==> src/rtl/program_loader_pkg.sv <==
// program_loader_pkg: shared state encoding and stream constants
// for the program loader (LOADER_CHECKSUM_EN selects the CKSUM stage).
package program_loader_pkg;

  localparam int BYTES_PER_WORD = 4;
  localparam int HDR_BYTES      = 2;

  typedef enum logic [2:0] {
    IDLE,
    HDR_LO,
    HDR_HI,
    DATA,
    CKSUM,
    DONE,
    ERROR
  } state_e;

  // States in which the loader consumes stream bytes and holds the core.
  function automatic logic is_busy(state_e s);
    return (s == HDR_LO) || (s == HDR_HI) ||
           (s == DATA)   || (s == CKSUM);
  endfunction

endpackage

==> src/rtl/program_loader_assembler.sv <==
// byte_word_assembler: packs 4 accepted bytes LSB-first into a word.
// Ports: clk, reset, clear, byte_valid_i/byte_i in; last_byte_o, word_valid_o (1-cycle), word_o out.
module byte_word_assembler
  import program_loader_pkg::*;
(
  input  logic        clk,
  input  logic        reset,
  input  logic        clear,
  input  logic        byte_valid_i,
  input  logic [7:0]  byte_i,
  output logic        last_byte_o,
  output logic        word_valid_o,
  output logic [31:0] word_o
);

  logic [1:0]  cnt_q, cnt_d;
  logic [31:0] sh_q, sh_d;
  logic [31:0] word_q, word_d;
  logic        wv_q, wv_d;

  assign last_byte_o  = (cnt_q == 2'(BYTES_PER_WORD - 1));
  assign word_valid_o = wv_q;
  assign word_o       = word_q;

  always_comb begin
    cnt_d  = cnt_q;
    sh_d   = sh_q;
    word_d = word_q;
    wv_d   = 1'b0;
    if (clear) begin
      cnt_d = '0;
      sh_d  = '0;
    end else if (byte_valid_i) begin
      // Shift right so byte 0 ends up in [7:0] after four bytes.
      sh_d  = {byte_i, sh_q[31:8]};
      cnt_d = cnt_q + 2'd1;
      if (last_byte_o) begin
        wv_d   = 1'b1;
        word_d = {byte_i, sh_q[31:8]};
      end
    end
  end

  always_ff @(posedge clk) begin
    if (reset) begin
      cnt_q  <= '0;
      sh_q   <= '0;
      word_q <= '0;
      wv_q   <= 1'b0;
    end else begin
      cnt_q  <= cnt_d;
      sh_q   <= sh_d;
      word_q <= word_d;
      wv_q   <= wv_d;
    end
  end

endmodule

==> src/rtl/program_loader.sv <==
// program_loader: byte stream (N lo, N hi, 4N data bytes [, xor]) -> program RAM writes.
// Ports: clk, reset, Start_i, Byte_i/Byte_Valid_i/Byte_Ready_o, Mem_We_o/Addr/Data,
//        Cpu_Hold_o, Done_o, Error_o. Macro LOADER_CHECKSUM_EN adds a trailing xor byte.
module program_loader
  import program_loader_pkg::*;
#(
  parameter int          MEMORY_DEPTH = 32,
  parameter int          DATA_WIDTH   = 32,
  parameter logic [31:0] BASE_ADDRESS = 32'h0040_0000
) (
  input  logic                  clk,
  input  logic                  reset,
  input  logic                  Start_i,
  input  logic [7:0]            Byte_i,
  input  logic                  Byte_Valid_i,
  output logic                  Byte_Ready_o,
  output logic                  Mem_We_o,
  output logic [31:0]           Mem_Addr_o,
  output logic [DATA_WIDTH-1:0] Mem_Data_o,
  output logic                  Cpu_Hold_o,
  output logic                  Done_o,
  output logic                  Error_o
);

  state_e      state_q, state_d;
  logic        busy_q, busy_d;
  logic        done_q, done_d;
  logic        err_q, err_d;
  logic [7:0]  n_lo_q, n_lo_d;
  logic [15:0] n_q, n_d;
  logic [15:0] wcnt_q, wcnt_d;
  logic [31:0] addr_q, addr_d;
`ifdef LOADER_CHECKSUM_EN
  logic [7:0]  csum_q, csum_d;
`endif

  logic        hs;
  logic        start_ok;
  logic        asm_valid;
  logic        last_byte;
  logic        word_valid;
  logic [31:0] word;

  // Ready is a flop, so hs never loops Valid back into Ready.
  assign hs        = Byte_Valid_i & busy_q;
  assign start_ok  = Start_i & ~busy_q;
  assign asm_valid = hs & (state_q == DATA);

  byte_word_assembler u_asm (
    .clk          (clk),
    .reset        (reset),
    .clear        (start_ok),
    .byte_valid_i (asm_valid),
    .byte_i       (Byte_i),
    .last_byte_o  (last_byte),
    .word_valid_o (word_valid),
    .word_o       (word)
  );

  always_comb begin
    state_d = state_q;
    n_lo_d  = n_lo_q;
    n_d     = n_q;
    wcnt_d  = wcnt_q;
    addr_d  = addr_q;
    if (word_valid) addr_d = addr_q + 32'd4;
    unique case (state_q)
      IDLE, DONE, ERROR: begin
        if (Start_i) begin
          state_d = HDR_LO;
          wcnt_d  = '0;
          addr_d  = BASE_ADDRESS;
        end
      end
      HDR_LO: begin
        if (hs) begin
          n_lo_d  = Byte_i;
          state_d = HDR_HI;
        end
      end
      HDR_HI: begin
        if (hs) begin
          n_d = {Byte_i, n_lo_q};
          if (n_d == 16'd0) begin
`ifdef LOADER_CHECKSUM_EN
            state_d = CKSUM;
`else
            state_d = DONE;
`endif
          end else if (n_d > 16'(MEMORY_DEPTH)) begin
            state_d = ERROR;
          end else begin
            state_d = DATA;
          end
        end
      end
      DATA: begin
        if (hs && last_byte) begin
          wcnt_d = wcnt_q + 16'd1;
          if (wcnt_q == n_q - 16'd1) begin
`ifdef LOADER_CHECKSUM_EN
            state_d = CKSUM;
`else
            state_d = DONE;
`endif
          end
        end
      end
      CKSUM: begin
`ifdef LOADER_CHECKSUM_EN
        if (hs) state_d = (Byte_i == csum_q) ? DONE : ERROR;
`else
        state_d = IDLE;
`endif
      end
    endcase
    busy_d = is_busy(state_d);
    done_d = (state_d == DONE);
    err_d  = (state_d == ERROR);
  end

`ifdef LOADER_CHECKSUM_EN
  always_comb begin
    csum_d = csum_q;
    if (start_ok)       csum_d = '0;
    else if (asm_valid) csum_d = csum_q ^ Byte_i;
  end

  always_ff @(posedge clk) begin
    if (reset) csum_q <= '0;
    else       csum_q <= csum_d;
  end
`endif

  always_ff @(posedge clk) begin
    if (reset) begin
      state_q <= IDLE;
      busy_q  <= 1'b0;
      done_q  <= 1'b0;
      err_q   <= 1'b0;
      n_lo_q  <= '0;
      n_q     <= '0;
      wcnt_q  <= '0;
      addr_q  <= BASE_ADDRESS;
    end else begin
      state_q <= state_d;
      busy_q  <= busy_d;
      done_q  <= done_d;
      err_q   <= err_d;
      n_lo_q  <= n_lo_d;
      n_q     <= n_d;
      wcnt_q  <= wcnt_d;
      addr_q  <= addr_d;
    end
  end

  assign Byte_Ready_o = busy_q;
  assign Cpu_Hold_o   = busy_q;
  assign Done_o       = done_q;
  assign Error_o      = err_q;
  assign Mem_We_o     = word_valid;
  assign Mem_Addr_o   = addr_q;
  assign Mem_Data_o   = word;

endmodule

==> config.mk <==
export PLATFORM = sky130hd
export DESIGN_NAME = program_loader
export DESIGN_NICKNAME = d
export VERILOG_FILES = /design/src/rtl/program_loader_pkg.sv /design/src/rtl/program_loader_assembler.sv /design/src/rtl/program_loader.sv
export SDC_FILE = /design/constraint.sdc
export NUM_CORES = 1
export LEC_CHECK = 0
export CAP_MARGIN = 15
export CORE_AREA = 8 8 123 125
export CTS_CLUSTER_DIAMETER = 30
export DETAILED_ROUTE_END_ITERATION = 16
export DIE_AREA = 0 0 131 133
export PLACE_DENSITY_LB_ADDON = 0.05
export SYNTH_ARGS = -nofsm -noshare
export SYNTH_HDL_FRONTEND = slang
export SYNTH_SLANG_ARGS = --single-unit
==> constraint.sdc <==
create_clock -name clk -period 2.5 [get_ports clk]
set_clock_uncertainty 0.05 [all_clocks]
set_input_delay 0.75 -clock clk [delete_from_list [all_inputs] [get_ports clk]]
set_output_delay 0.75 -clock clk [all_outputs]
set_load 0.01 [all_outputs]
==> results of run 1 <==
## cell type report
| class | instances | share of cell area |
|---|---|---|
| flip-flops and latches | 135 | 0.353 |
| clock buffers | 20 | 0.0610 |
| inverters | 8 | 0.00425 |
| clock inverters | 10 | 0.0157 |
| multi-input cells | 514 | 0.387 |
| well taps | 176 | 0.0288 |
| repair buffers | 121 | 0.150 |
## worst register-to-register path, stage by stage, from the launching register on
cell and delay, ns:
sky130_fd_sc_hd__dfxtp_1 0.33, sky130_fd_sc_hd__buf_4 0.17, sky130_fd_sc_hd__or4_1 0.54, sky130_fd_sc_hd__a2111oi_0 0.44
sky130_fd_sc_hd__o22ai_1 0.26, sky130_fd_sc_hd__a2111oi_4 0.39, sky130_fd_sc_hd__a31oi_2 0.15, sky130_fd_sc_hd__nor2_1 0.12
## registers in the layout, indices dropped and copies added (netlist names)
| signal | count |
|---|---|
| Byte_Ready_o | 1 |
| Done_o | 1 |
| Error_o | 1 |
| Mem_Addr_o | 30 |
| n_lo_q | 8 |
| n_q | 16 |
| state_q | 3 |
| u_asm.cnt_q | 2 |
| u_asm.sh_q | 24 |
| u_asm.word_o | 32 |
| u_asm.word_valid_o | 1 |
| wcnt_q | 16 |
## path summary, 6_finish.rpt
kind | start | end | slack (ns) | depth (start not counted)
max | n_q[0] | state_q[2] | -0.03 | 7
min | u_asm.sh_q[9] | u_asm.word_o[1] | 0.40 | 2
max reg2reg | n_q[0] | state_q[2] | -0.03 | 7
min reg2reg | u_asm.sh_q[9] | u_asm.word_o[1] | 0.40 | 2
## cell usage after synthesis, types with 4 or more instances
| master | n |
|---|---|
| sky130_fd_sc_hd__mux2i_1 | 26 |
| sky130_fd_sc_hd__nand4_1 | 11 |
| sky130_fd_sc_hd__a21oi_1 | 68 |
| sky130_fd_sc_hd__xnor2_1 | 25 |
| sky130_fd_sc_hd__dfxtp_1 | 135 |
| sky130_fd_sc_hd__or3_1 | 9 |
| sky130_fd_sc_hd__nand2b_1 | 4 |
| sky130_fd_sc_hd__nor2_1 | 80 |
| sky130_fd_sc_hd__nand2_1 | 135 |
| sky130_fd_sc_hd__buf_2 | 4 |
| sky130_fd_sc_hd__buf_4 | 5 |
| sky130_fd_sc_hd__nor2b_1 | 6 |
| sky130_fd_sc_hd__clkbuf_1 | 32 |
| sky130_fd_sc_hd__nor4_1 | 8 |
| sky130_fd_sc_hd__o22ai_1 | 4 |
| sky130_fd_sc_hd__ha_1 | 4 |
| sky130_fd_sc_hd__inv_1 | 8 |
| sky130_fd_sc_hd__nand3_1 | 22 |
| sky130_fd_sc_hd__nand3b_1 | 4 |
| sky130_fd_sc_hd__and4_1 | 5 |
| sky130_fd_sc_hd__xor2_1 | 29 |
| sky130_fd_sc_hd__nor3_1 | 11 |
| sky130_fd_sc_hd__o21ai_0 | 14 |
| sky130_fd_sc_hd__and3_1 | 8 |
## metrics by stage
stage                     cells  utilization  area [um^2]  hold slack (ns)  TNS (ns)
final                       984        0.585         7650            0.403   -0.0451
after global routing        984        0.585         7650            0.423    -0.266
after CTS                   983        0.583         7630            0.403         0
after detailed placement    953        0.539         7050            0.396     -1.73
after global placement      953        0.539         7050            0.390    -0.943
after floorplan             700            -         5880            0.382   -0.0108
## kinds of logic after synthesis
kind of cell | Yosys count | synth area share
simple gates | 321 | 0.257
flops | 135 | 0.463
compound gates | 105 | 0.104
xor+xnor | 54 | 0.0810
buf+inv | 51 | 0.0375
mux | 28 | 0.0484
fa+ha+maj | 4 | 0.00857
other cells | 1 | 0.000642
## what timing repair did
| action | in CTS | in global routing |
|---|---|---|
| endpoints found under the hold margin | 0 | 0 |
| setup endpoints to repair | 1 | 4 |
| setup buffers | 0 | 1 |
| resized for setup | 0 | 4 |
| pin swaps | 1 | 4 |
## metal layers
layer,routed length (um),GRT usage,part of all wire,vias to the layer above
met4,216,0.0696,0.015,0
met3,811,0.0478,0.055,18
met2,6880,0.276,0.47,129
li1,-,-,-,2565
met1,6750,0.224,0.46,2398
met5,0,0,0,-
## power by group through the flow
stage | clock [mW] | sequential [mW] | combinational [mW]
final | 2.47 | 2.17 | 0.178
after global routing | 2.62 | 2.17 | 0.194
after CTS | 2.52 | 2.17 | 0.177
after detailed placement | 0 | 2.22 | 0.177
after global placement | 0 | 2.22 | 0.177
after floorplan | 0 | 2.21 | 0.0982
## cells in the final DEF (no fill, tap or decap), types with 2 or more instances in the layout
master / netlist / final
sky130_fd_sc_hd__dfxtp_1: 135 / 134
sky130_fd_sc_hd__nor4b_2: 0 / 2
sky130_fd_sc_hd__conb_1: 1 / 2
sky130_fd_sc_hd__nor2_1: 80 / 80
sky130_fd_sc_hd__o22ai_1: 4 / 4
sky130_fd_sc_hd__nand2_1: 135 / 135
sky130_fd_sc_hd__mux2_2: 2 / 2
sky130_fd_sc_hd__xor2_1: 29 / 29
sky130_fd_sc_hd__nand3_1: 22 / 22
sky130_fd_sc_hd__o21ai_0: 14 / 14
sky130_fd_sc_hd__xnor2_1: 25 / 25
sky130_fd_sc_hd__nand4b_1: 3 / 3
sky130_fd_sc_hd__mux2i_1: 26 / 26
sky130_fd_sc_hd__nor4_1: 8 / 8
sky130_fd_sc_hd__buf_12: 0 / 4
sky130_fd_sc_hd__and3_1: 8 / 8
sky130_fd_sc_hd__clkinv_2: 0 / 2
sky130_fd_sc_hd__buf_4: 5 / 39
sky130_fd_sc_hd__nand2b_1: 4 / 4
sky130_fd_sc_hd__ha_1: 4 / 3
sky130_fd_sc_hd__clkinv_4: 0 / 2
sky130_fd_sc_hd__clkbuf_8: 0 / 3
sky130_fd_sc_hd__nand3b_1: 4 / 4
sky130_fd_sc_hd__inv_6: 0 / 2
sky130_fd_sc_hd__clkinvlp_4: 0 / 2
sky130_fd_sc_hd__nor2b_1: 6 / 6
sky130_fd_sc_hd__inv_1: 8 / 6
sky130_fd_sc_hd__bufinv_16: 0 / 2
sky130_fd_sc_hd__or4_1: 3 / 3
sky130_fd_sc_hd__clkbuf_16: 0 / 17
sky130_fd_sc_hd__nand4_1: 11 / 11
sky130_fd_sc_hd__nor3_1: 11 / 11
sky130_fd_sc_hd__a31oi_1: 3 / 2
sky130_fd_sc_hd__and4_1: 5 / 5
sky130_fd_sc_hd__and3b_1: 3 / 3
sky130_fd_sc_hd__or3_1: 9 / 9
sky130_fd_sc_hd__clkdlybuf4s50_1: 0 / 77
sky130_fd_sc_hd__a21oi_1: 68 / 68
==> Implementation_results.wiki, run 1 <==
{| class="wikitable"
! Metric !! Value
|-
| Result of the run || finished, violations left
|-
| Violations in the final reports || setup timing
|-
| Final number of hold-violating endpoints || 0
|-
| Number of levels the H-tree was split into || 4
|-
| Count of antenna diodes in the layout || 0
|-
| Pin count of the biggest net entering global routing || 38
|-
| Post-Place Setup Slack || -0.197 ns
|-
| Hold Crit Class || reg2reg
|-
| Count of unique library cells instantiated by Yosys || 55
|-
| Final Routed Wirelength || 14700 um
|-
| Synthesis-to-layout area growth || 31.0%
|-
| # IOs || 81
|-
| Power per Cell Area || 630 nW/um^2
|-
| GP Congestion || 0.826
|-
| Cell taking the most area after synthesis || sky130_fd_sc_hd__dfxtp_1
|-
| Internal power component || 3.78 mW
|-
| Number of buffers on the longest clock path || 2
|-
| Share of synthesized registers carrying an async set or reset || 0
|-
| Half-perimeter wire length after placement || 10700 um
|-
| Min setup slack post-route || -0.0279 ns
|-
| CTS tree || yes
|-
| Via Count || 5110
|-
| Maximum fanout count along the critical path || 7
|-
| Crit share post-route || 1.01
|-
| Sequential cell area fraction in the yosys report || 0.463
|-
| Gate family responsible for the most delay along the worst path || compound AO/OA/AOI/OAI gates
|-
| Global-route wire length before repair || around 25000 um
|-
| Share of total power in sequential cells || 0.451
|-
| Switching Power || 1.04 mW
|-
| Worst Max-Slew Pin Slew || 0.519 ns
|-
| Total of buffers placed on input and output ports || 78
|-
| Remaining number of nets flagged by the antenna check after routing || 0
|-
| Endpoints failing setup || 2
|-
| Type of origin of the critical path || flip-flop
|-
| Number of global-route vias before repair || 5000
|-
| Flip-flop and latch count after synthesis || around 140
|-
| Core area || 13100 um^2
|-
| Post-DR vias/cell || 5.19
|-
| Final-layout fill cell count || 1176
|-
| Relative slew slack || 0.651
|-
| Category of the worst setup path capture point || flip-flop
|-
| Number of instances in the synthesized netlist || about 700
|-
| Number of design rule violations left after detail routing || 0
|-
| Required time reported for the critical path endpoint || 2.80 ns
|-
| Commonest register cell after synthesis || sky130_fd_sc_hd__dfxtp_1
|-
| Average instance area after synthesis || between 8 and 9 um^2
|-
| RSZ-0062 raised after global routing || true
|-
| CTS buffer count || 17
|-
| Portion of synthesized cell area occupied by the leading cell type || 0.463
|-
| Global route total overflow || 0
|-
| Share of total power in combinational logic || 0.037
|-
| Clk pin slew, worst setup/hold paths || 0.06 ns
|-
| Cell breakdown of the critical path || buf_4 > or4_1 > a2111oi_0 > o22ai_1 > a2111oi_4 > a31oi_2 > nor2_1
|-
| Area taken by multi-input logic gates || 2960 um^2
|-
| Iteration-0 DRC count of the detailed router || 287
|-
| Die area || 17400 um^2
|-
| Arrival time of data at the critical path endpoint || about 2.8 ns
|-
| Worst Path Buf+Inv || 1
|-
| Routed length per placed instance || roughly 15 um
|-
| Highest clock rate || roughly 400 MHz
|-
| Layout cell share with drive strength beyond 1 || 0.114
|-
| Synthesis Warnings || 0
|-
| FP Rows || 42
|-
| Power Total || about 4.8 mW
|-
| LEAKAGE || 2.77 nW
|-
| Sequential cell area in the final layout || approximately 2700 um^2
|-
| Startpoint-to-endpoint class of the critical path || reg2reg
|-
| Final critical delay including setup and external delays || 2.53 ns
|-
| # Max-Cap Violations || 0
|-
| Crit-path max cell delay || 0.54 ns
|-
| Cell with the biggest individual delay on the critical path || sky130_fd_sc_hd__or4_1
|-
| Initial Utilization || 0.446
|-
| CTS Root Buffer Type || sky130_fd_sc_hd__clkbuf_16
|-
| GRT Total Usage || 0.177
|-
| Y dimension of the die || 133 um
|-
| Clock insertion delay at the later pin of the skew report || 0.42 ns
|-
| Number of clock sinks || approximately 140
|-
| Clock Power Share || 0.512
|-
| Number of antenna violations at the first check in global routing || 0
|-
| CTS hold repair buffers || 0
|-
| Chip width || 131 um
|-
| Number of nets at the end of the flow || slightly above 800
|-
| Worst ir drop on vdd || between 0.0003 and 0.0004 V
|-
| Max Transition Viols Final || 0
|-
| Number of flops mapped to enable cells by yosys || 0
|-
| Cell types occupying the most area after synthesis || sky130_fd_sc_hd__dfxtp_1 46%, sky130_fd_sc_hd__nand2_1 8.7%, sky130_fd_sc_hd__a21oi_1 5.8%
|-
| Synthesized area || roughly 5800 um^2
|-
| Switching portion of total power || 0.217
|-
| Number of search-and-repair iterations in the first detailed-routing pass || 4
|}
Power figures use the tool's default switching activity.
==> run 2: changes to the inputs <==
--- a/config.mk
+++ b/config.mk
@@ -6,10 +6,12 @@
 export NUM_CORES = 1
 export LEC_CHECK = 0
 export CAP_MARGIN = 15
-export CORE_AREA = 8 8 123 125
+export CORE_AREA = 8 8 114 136
 export CTS_CLUSTER_DIAMETER = 30
 export DETAILED_ROUTE_END_ITERATION = 16
-export DIE_AREA = 0 0 131 133
+export DIE_AREA = 0 0 122 144
+export DONT_BUFFER_PORTS = 1
+export GPL_ROUTABILITY_DRIVEN = 1
 export PLACE_DENSITY_LB_ADDON = 0.05
 export SYNTH_ARGS = -nofsm -noshare
 export SYNTH_HDL_FRONTEND = slang
==> Implementation_results.wiki, run 2 (same netlist as run 1, synthesis figures left out) <==
{| class="wikitable"
! Metric !! Value
|-
| Clock insertion delay at the later pin of the skew report || 0.42 ns (about the same)
|-
| Cell with the biggest individual delay on the critical path || sky130_fd_sc_hd__or4b_4 (was sky130_fd_sc_hd__or4_1)
|-
| GRT Total Usage || 0.170 (was 0.177)
|-
| Crit path depth || 9 (was 7)
|-
| Synthesis-to-layout area growth || 15.4% (was 31.0%)
|-
| Cell breakdown of the critical path || inv_2 > ha_4 > or4b_4 > nor4b_4 > xor2_1 > o221a_2 > a2111oi_4 > a31oi_1 > nor2_1 (was buf_4 > or4_1 > a2111oi_0 > o22ai_1 > a2111oi_4 > a31oi_2 > nor2_1)
|-
| Highest clock rate || 410 MHz (was 396 MHz)
|-
| Worst Max-Slew Pin Slew || 0.849 ns (was 0.519 ns)
|-
| Reg2Reg Depth || 9 (was 7)
|-
| Number of global-route vias before repair || 4538 (was 5000)
|-
| Placed Instance Area || 6120 um^2 (was 7050 um^2)
|-
| Type of origin of the critical path || flip-flop (unchanged)
|-
| Routed wl met2 || 7210 um (was 6880 um)
|-
| Startpoint-to-endpoint class of the critical path || reg2reg (unchanged)
|-
| FF-to-FF setup slack || 0.06 ns (was -0.03 ns)
|-
| Endpoints failing setup || 0 (was 2)
|-
| Initial Utilization || 0.434 (was 0.446)
|-
| Pin count of the biggest net entering global routing || 66 (was 38)
|-
| Final number of hold-violating endpoints || 0 (unchanged)
|-
| Final Routed Wirelength || 14200 um (was 14700 um)
|-
| Required time reported for the critical path endpoint || 2.80 ns (about the same)
|-
| Post-DR vias/cell || 5.28 (was 5.19)
|-
| Most frequent standard cell in the layout excluding fill and tap cells || sky130_fd_sc_hd__nand2_1 (unchanged)
|-
| Gate family responsible for the most delay along the worst path || simple AND/OR/NAND/NOR gates (was compound AO/OA/AOI/OAI gates)
|-
| Count of antenna diodes in the layout || 0 (unchanged)
|-
| Core area || 13500 um^2 (was 13100 um^2)
|-
| # IOs || 81 (unchanged)
|-
| Relative slew slack || 0.434 (was 0.651)
|-
| Post-route design area || 6740 um^2 (was 7650 um^2)
|-
| Crit-path max cell delay || 0.48 ns (was 0.54 ns)
|-
| Layout cell share with drive strength beyond 1 || 0.111 (was 0.114)
|-
| Hold Crit Class || in2reg (was reg2reg)
|-
| Worst Path Buf+Inv || 1 (unchanged)
|-
| Worst ir drop on vdd || 0.000403 V (was 0.000381 V)
|-
| Max Transition Viols Final || 0 (unchanged)
|-
| Commonest non-fill, non-tap cells in the layout || 135 x sky130_fd_sc_hd__nand2_1, 133 x sky130_fd_sc_hd__dfxtp_1, 80 x sky130_fd_sc_hd__nor2_1 (was 135 x sky130_fd_sc_hd__nand2_1, 134 x sky130_fd_sc_hd__dfxtp_1, 80 x sky130_fd_sc_hd__nor2_1)
|-
| CTS Root Buffer Type || sky130_fd_sc_hd__clkbuf_16 (unchanged)
|-
| Number of nets at the end of the flow || 723 (was 813)
|-
| Maximum fanout count along the critical path || 3 (was 7)
|-
| Power per Cell Area || 711 nW/um^2 (was 630 nW/um^2)
|-
| Startpoint of the most critical hold path || reset (was u_asm.sh_q[9])
|-
| CTS hold repair buffers || 0 (unchanged)
|-
| Remaining number of nets flagged by the antenna check after routing || 0 (unchanged)
|-
| GP Congestion || 0.831 (was 0.826)
|-
| Category of the worst setup path capture point || flip-flop (unchanged)
|-
| RSZ-0062 raised after global routing || true (unchanged)
|-
| Final critical delay including setup and external delays || 2.44 ns (was 2.53 ns)
|-
| Number of clock sinks || 135 (unchanged)
|-
| Arrival time of data at the critical path endpoint || 2.74 ns (was 2.83 ns)
|-
| Utilization of the core after routing || 0.501 (was 0.585)
|-
| Top routing layer in use || met4 (unchanged)
|-
| Total of buffers placed on input and output ports || 0 (was 78)
|-
| Via Count || 4701 (was 5110)
|-
| Result of the run || finished, final reports clean (was finished, violations left)
|-
| Die area || 17600 um^2 (was 17400 um^2)
|-
| Number of antenna violations at the first check in global routing || 0 (unchanged)
|-
| Detailed-routed wire length on met3 || 818 um (was 811 um)
|-
| Y dimension of the die || 144 um (was 133 um)
|-
| Crit share post-route || 0.976 (was 1.01)
|-
| Number of buffers on the longest clock path || 2 (unchanged)
|-
| Worst R2R End || Done_o (was state_q[2])
|-
| Number of levels the H-tree was split into || 4 (unchanged)
|-
| Global-route wire length before repair || 23400 um (was 24600 um)
|-
| Hold Path Sink || wcnt_q[1] (was u_asm.word_o[1])
|-
| Max reg flops || 32 (unchanged)
|-
| CTS tree || yes (unchanged)
|-
| Half-perimeter wire length after placement || 10300 um (was 10700 um)
|-
| Number of design rule violations left after detail routing || 0 (unchanged)
|-
| Clk pin slew, worst setup/hold paths || 0.06 ns (about the same)
|-
| # Max-Cap Violations || 0 (unchanged)
|-
| Hold Path Stages || 1 (was 2)
|-
| Chip width || 122 um (was 131 um)
|-
| Iteration-0 DRC count of the detailed router || 261 (was 287)
|-
| FP Rows || 47 (was 42)
|-
| Routed length per placed instance || 16.0 um (was 14.9 um)
|-
| CTS buffer count || 17 (unchanged)
|-
| Met1 WL || 6030 um (was 6750 um)
|-
| Global route total overflow || 0 (unchanged)
|-
| Number of search-and-repair iterations in the first detailed-routing pass || 4 (unchanged)
|-
| Crit Reg-Reg Startpoint || n_q[1] (was n_q[0])
|-
| LEAKAGE || 2.43 nW (was 2.77 nW)
|}
run 2: cell types whose count changed in the layout (fill, tap and decap cells not counted), moves of 2 or more:
| cell | before | now |
|---|---|---|
| sky130_fd_sc_hd__buf_4 | 39 | 31 |
| sky130_fd_sc_hd__clkbuf_8 | 3 | 0 |
| sky130_fd_sc_hd__buf_12 | 4 | 0 |
| sky130_fd_sc_hd__clkinv_4 | 2 | 4 |
| sky130_fd_sc_hd__clkdlybuf4s50_1 | 77 | 0 |
run 2: metrics by stage:
stage          hold WS [ns]  power [mW]  instances  setup slack, ns  TNS, ns
2_1_floorplan         0.382        2.31        700         -0.00539  -0.0108
3_3_place_gp          0.388        2.32        857           0.0541        0
3_5_place_dp          0.396        2.32        857          -0.0362  -0.0723
4_1_cts               0.330        4.86        889          -0.0128  -0.0146
5_1_grt               0.329        4.95        891          -0.0687   -0.146
6_report              0.362        4.80        891           0.0608        0
run 2: repair_timing:
item | 4_1_cts | 5_1_grt
setup buffers | 0 | 2
pin swaps | 3 | 4
resized for setup | 3 | 2
endpoints found under the setup margin | 2 | 8
run 2: cell type report:
type,count,area (um^2)
Inverter,8,32.5
Clock buffer,18,429
Timing Repair Buffer,31,233
Multi-Input combinational cell,514,2960
Fill cell,1284,6720
Tap cell,171,214
Clock inverter,14,175
Sequential cell,135,2710
run 2: worst max path at each step:
| stage | from | endpoint |
|---|---|---|
| floorplan | n_q[0] | Done_o |
| global placement | n_q[1] | Done_o |
| detailed placement | n_q[1] | state_q[2] |
| CTS | n_q[1] | state_q[2] |
| global route | n_q[1] | Done_o |
| finish | n_q[1] | Done_o |
run 2: worst register-to-register path: cells and delay by family (launching register included):
family                     cells  cell delay, ns
xor gates and xnor gates       1            0.11
adders and majority gates      1            0.14
DFF                            1            0.32
and+or+nand+nor                3            0.87
AOI/OAI and AO/OA              3            0.84
buffers and inverters          1            0.06
run 2: layer usage:
layer	vias to the layer above	GRT usage
met2	89	0.290
li1	2393	-
met5	-	0
met4	0	0.0651
met3	16	0.0566
met1	2203	0.191
run 2: where the power goes:
group / internal [mW] / switching, mW / total (mW)
Sequential: 2.16 / 0.0114 / 2.17
Combinational: 0.0375 / 0.0657 / 0.103
Clock: 1.57 / 0.948 / 2.52
Total: 3.77 / 1.03 / 4.80
==> run 3: changes to the inputs <==
--- a/config.mk
+++ b/config.mk
@@ -6,13 +6,14 @@
 export NUM_CORES = 1
 export LEC_CHECK = 0
 export CAP_MARGIN = 15
-export CORE_AREA = 8 8 114 136
+export CORE_AREA = 8 8 117 141
 export CTS_CLUSTER_DIAMETER = 30
 export DETAILED_ROUTE_END_ITERATION = 16
-export DIE_AREA = 0 0 122 144
+export DIE_AREA = 0 0 125 149
 export DONT_BUFFER_PORTS = 1
 export GPL_ROUTABILITY_DRIVEN = 1
 export PLACE_DENSITY_LB_ADDON = 0.05
 export SYNTH_ARGS = -nofsm -noshare
 export SYNTH_HDL_FRONTEND = slang
+export SYNTH_HIERARCHICAL = 1
 export SYNTH_SLANG_ARGS = --single-unit
==> Implementation_results.wiki, run 3 <==
{| class="wikitable"
! Metric !! Value
|-
| Result of the run || finished, final reports clean (unchanged)
|-
| Synthesized-area fraction occupied by ao, oa, aoi and oai cells || 0.0589 (was 0.104)
|-
| Synthesized area || 6270 um^2 (was 5840 um^2)
|-
| Worst ir drop on vdd || 0.000461 V (was 0.000403 V)
|-
| Maximum fanout count along the critical path || 4 (was 3)
|-
| Number of buffers on the longest clock path || 2 (unchanged)
|-
| Hold Path Stages || 1 (unchanged)
|-
| Worst Max-Slew Pin Slew || 0.529 ns (was 0.849 ns)
|-
| Global route total overflow || 0 (unchanged)
|-
| Initial Utilization || 0.442 (was 0.434)
|-
| Commonest non-fill, non-tap cells in the layout || 135 x sky130_fd_sc_hd__dfxtp_1, 119 x sky130_fd_sc_hd__nor2_1, 77 x sky130_fd_sc_hd__mux2i_1 (was 135 x sky130_fd_sc_hd__nand2_1, 133 x sky130_fd_sc_hd__dfxtp_1, 80 x sky130_fd_sc_hd__nor2_1)
|-
| Routed length per placed instance || 15.6 um (was 16.0 um)
|-
| # Max-Cap Violations || 0 (unchanged)
|-
| Multiplexer fraction of the synthesized cell area || 0.123 (was 0.0484)
|-
| Dominant combinational cell family by area after synthesis || simple AND/OR/NAND/NOR gates (unchanged)
|-
| Post-CTS repair timing setup buffer count || 0 (unchanged)
|-
| Startpoint of the most critical hold path || reset (unchanged)
|-
| Crit path launch || n_q[0] (was n_q[1])
|-
| Post-Synth Simple-Gate Area || 0.256 (was 0.257)
|-
| Iteration-0 DRC count of the detailed router || 266 (was 261)
|-
| Startpoint-to-endpoint class of the critical path || reg2reg (unchanged)
|-
| GRT Total Usage || 0.151 (was 0.170)
|-
| Share of synthesized registers carrying an async set or reset || 0 (unchanged)
|-
| Most frequent cell after synthesis || sky130_fd_sc_hd__dfxtp_1
|-
| Crit share post-route || 0.928 (was 0.976)
|-
| Final critical delay including setup and external delays || 2.32 ns (was 2.44 ns)
|-
| Number of global-route vias before repair || 4406 (was 4538)
|-
| Clk pin slew, worst setup/hold paths || 0.05 ns (was 0.06 ns)
|-
| Share of synthesized cell area in full adder, half adder and majority cells || 0.00799 (was 0.00857)
|-
| Number of nets at the end of the flow || 705 (was 723)
|-
| Max Transition Viols Final || 0 (unchanged)
|-
| GP Congestion || 0.795 (was 0.831)
|-
| Number of antenna violations at the first check in global routing || 0 (unchanged)
|-
| Final Routed Wirelength || 13600 um (was 14200 um)
|-
| CTS buffer count || 17 (unchanged)
|-
| Pin count of the biggest net entering global routing || 98 (was 66)
|-
| Post-DR vias/cell || 5.16 (was 5.28)
|-
| Remaining number of nets flagged by the antenna check after routing || 0 (unchanged)
|-
| Placed Instance Area || 6450 um^2 (was 6120 um^2)
|-
| Reg2Reg Depth || 9 (unchanged)
|-
| Highest clock rate || 431 MHz (was 410 MHz)
|-
| Global-route wire length before repair || 23000 um (was 23400 um)
|-
| Core area || 14200 um^2 (was 13500 um^2)
|-
| Worst R2R End || Done_o (unchanged)
|-
| Final-layout worst hold slack || 0.379 ns (was 0.362 ns)
|-
| Cell taking the most area after synthesis || sky130_fd_sc_hd__dfxtp_1 (unchanged)
|-
| Hold Path Sink || wcnt_q[0] (was wcnt_q[1])
|-
| Synthesis-to-layout area growth || 12.8% (was 15.4%)
|-
| Number of levels the H-tree was split into || 4 (unchanged)
|-
| Number of flops mapped to enable cells by yosys || 0 (unchanged)
|-
| Y dimension of the die || 149 um (was 144 um)
|-
| Type of origin of the critical path || flip-flop (unchanged)
|-
| Half-perimeter wire length after placement || 9780 um (was 10300 um)
|-
| Post-route design area || 7070 um^2 (was 6740 um^2)
|-
| Commonest register cell after synthesis || sky130_fd_sc_hd__dfxtp_1 (unchanged)
|-
| Count of unique library cells instantiated by Yosys || 62 (was 55)
|-
| Number of clock sinks || 135 (unchanged)
|-
| Final number of hold-violating endpoints || 0 (unchanged)
|-
| Xor and xnor fraction of the mapped netlist area || 0.0795 (was 0.0810)
|-
| Category of the worst setup path capture point || flip-flop (unchanged)
|-
| Crit-path max cell delay || 0.48 ns (about the same)
|-
| Power Total || 4.80 mW (about the same)
|-
| Cell types occupying the most area after synthesis || sky130_fd_sc_hd__dfxtp_1 43%, sky130_fd_sc_hd__mux2i_1 12%, sky130_fd_sc_hd__nor2_1 7.2% (was sky130_fd_sc_hd__dfxtp_1 46%, sky130_fd_sc_hd__nand2_1 8.7%, sky130_fd_sc_hd__a21oi_1 5.8%)
|-
| CTS Root Buffer Type || sky130_fd_sc_hd__clkbuf_16 (unchanged)
|-
| Crit Reg-Reg Startpoint || n_q[0] (was n_q[1])
|-
| Synthesis Warnings || 6 (was 0)
|-
| Flip-flop and latch count after synthesis || 135 (unchanged)
|-
| Chip width || 125 um (was 122 um)
|-
| Total negative slack for setup checks || 0 ns (unchanged)
|-
| Total of buffers placed on input and output ports || 0 (unchanged)
|-
| Arrival time of data at the critical path endpoint || 2.62 ns (was 2.74 ns)
|-
| Via Count || 4524 (was 4701)
|-
| Clock insertion delay at the later pin of the skew report || 0.41 ns (was 0.42 ns)
|-
| Count of antenna diodes in the layout || 0 (unchanged)
|-
| LEAKAGE || 2.47 nW (was 2.43 nW)
|-
| Cell breakdown of the critical path || inv_1 > ha_2 > or4b_4 > nor3_2 > xnor2_1 > a21oi_1 > nand4_2 > o32ai_2 > and3_1 (was inv_2 > ha_4 > or4b_4 > nor4b_4 > xor2_1 > o221a_2 > a2111oi_4 > a31oi_1 > nor2_1)
|-
| Portion of synthesized cell area occupied by the leading cell type || 0.431 (was 0.463)
|-
| FP Rows || 48 (was 47)
|-
| CTS tree || yes (unchanged)
|-
| FF-to-FF setup slack || 0.18 ns (was 0.06 ns)
|-
| Hold Crit Class || in2reg (unchanged)
|-
| Die area || 18600 um^2 (was 17600 um^2)
|-
| RSZ-0062 raised after global routing || false (was true)
|-
| Power per Cell Area || 679 nW/um^2 (was 711 nW/um^2)
|-
| Number of search-and-repair iterations in the first detailed-routing pass || 4 (unchanged)
|-
| Number of instances in the synthesized netlist || 688 (was 699)
|-
| Sequential cell area fraction in the yosys report || 0.431 (was 0.463)
|-
| # IOs || 81 (unchanged)
|-
| Required time reported for the critical path endpoint || 2.80 ns (about the same)
|-
| Endpoints failing setup || 0 (unchanged)
|-
| Average instance area after synthesis || 9.11 um^2 (was 8.36 um^2)
|-
| Leading cell types by count after synthesis || 135 x sky130_fd_sc_hd__dfxtp_1, 120 x sky130_fd_sc_hd__nor2_1, 77 x sky130_fd_sc_hd__mux2i_1, 67 x sky130_fd_sc_hd__nand2b_1, 40 x sky130_fd_sc_hd__xor2_1 (was 135 x sky130_fd_sc_hd__dfxtp_1, 135 x sky130_fd_sc_hd__nand2_1, 80 x sky130_fd_sc_hd__nor2_1, 68 x sky130_fd_sc_hd__a21oi_1, 32 x sky130_fd_sc_hd__clkbuf_1)
|-
| Relative slew slack || 0.647 (was 0.434)
|-
| Number of design rule violations left after detail routing || 0 (unchanged)
|-
| Max reg flops || 32 (unchanged)
|-
| Cell with the biggest individual delay on the critical path || sky130_fd_sc_hd__or4b_4 (unchanged)
|-
| Layout cell share with drive strength beyond 1 || 0.111 (unchanged)
|-
| Most frequent standard cell in the layout excluding fill and tap cells || sky130_fd_sc_hd__dfxtp_1 (was sky130_fd_sc_hd__nand2_1)
|}
## run 3: cells by family after synthesis
logic type / count (synthesis)
DFF: 135
buffers and inverters: 50
muxes: 77
xor gates and xnor gates: 56
other: 1
and+or+nand+nor: 308
AOI/OAI and AO/OA: 57
adders and majority gates: 4
## run 3: metrics by stage
| step | worst slack, ns | cells | util |
|---|---|---|---|
| floorplan | 0.230 | 689 | - |
| global placement | 0.189 | 845 | 0.455 |
| detailed placement | 0.133 | 845 | 0.455 |
| CTS | 0.115 | 877 | 0.498 |
| global route | 0.00225 | 877 | 0.499 |
| finish | 0.180 | 877 | 0.499 |
## run 3: cell type report
type	count	area, um^2
Clock inverter	12	149
Sequential cell	135	2700
Multi-Input combinational cell	504	3330
Timing Repair Buffer	22	178
Clock buffer	20	457
Fill cell	1360	7100
Inverter	9	33.8
Tap cell	175	219
## run 3: worst max-delay path: cells and delay by family, from the launching register on
family,cells,cell delay [ns]
AO/OA/AOI/OAI,2,0.47
XOR/XNOR,1,0.08
adder cells (fa/ha/maj),1,0.19
buffers and inverters,1,0.09
flip-flops,1,0.34
AND/OR/NAND/NOR,4,1.04
## run 3: power breakdown
| group | switching (mW) | total [mW] | internal, mW | leakage [nW] |
|---|---|---|---|---|
| sequential | 0.00765 | 2.16 | 2.16 | 1.09 |
| combinational | 0.0523 | 0.0959 | 0.0436 | 1.09 |
| clock | 0.925 | 2.54 | 1.62 | 0.300 |
## run 3: how the worst max path moves through the flow
stage	end	slack [ns]	cells past startpoint
2_1_floorplan	n_q[4]	0.23	5
3_3_place_gp	Done_o	0.19	9
3_5_place_dp	Done_o	0.13	9
4_1_cts	Done_o	0.11	9
5_1_grt	Done_o	0.002	9
6_report	Done_o	0.18	9
## run 3: timing repair
action / in CTS / in global routing
hold endpoints to repair: 0 / 0
setup endpoints to repair: 0 / 2
hold buffers: 0 / 0
gates resized for setup: 0 / 3
## run 3: routing by layer
| metal | global-route usage | share of wire | up-vias |
|---|---|---|---|
| li1 | - | - | 2328 |
| met1 | 0.177 | 0.45 | 2100 |
| met2 | 0.253 | 0.49 | 83 |
| met3 | 0.0426 | 0.048 | 13 |
| met4 | 0.0665 | 0.014 | 0 |
| met5 | 0 | 0 | - |
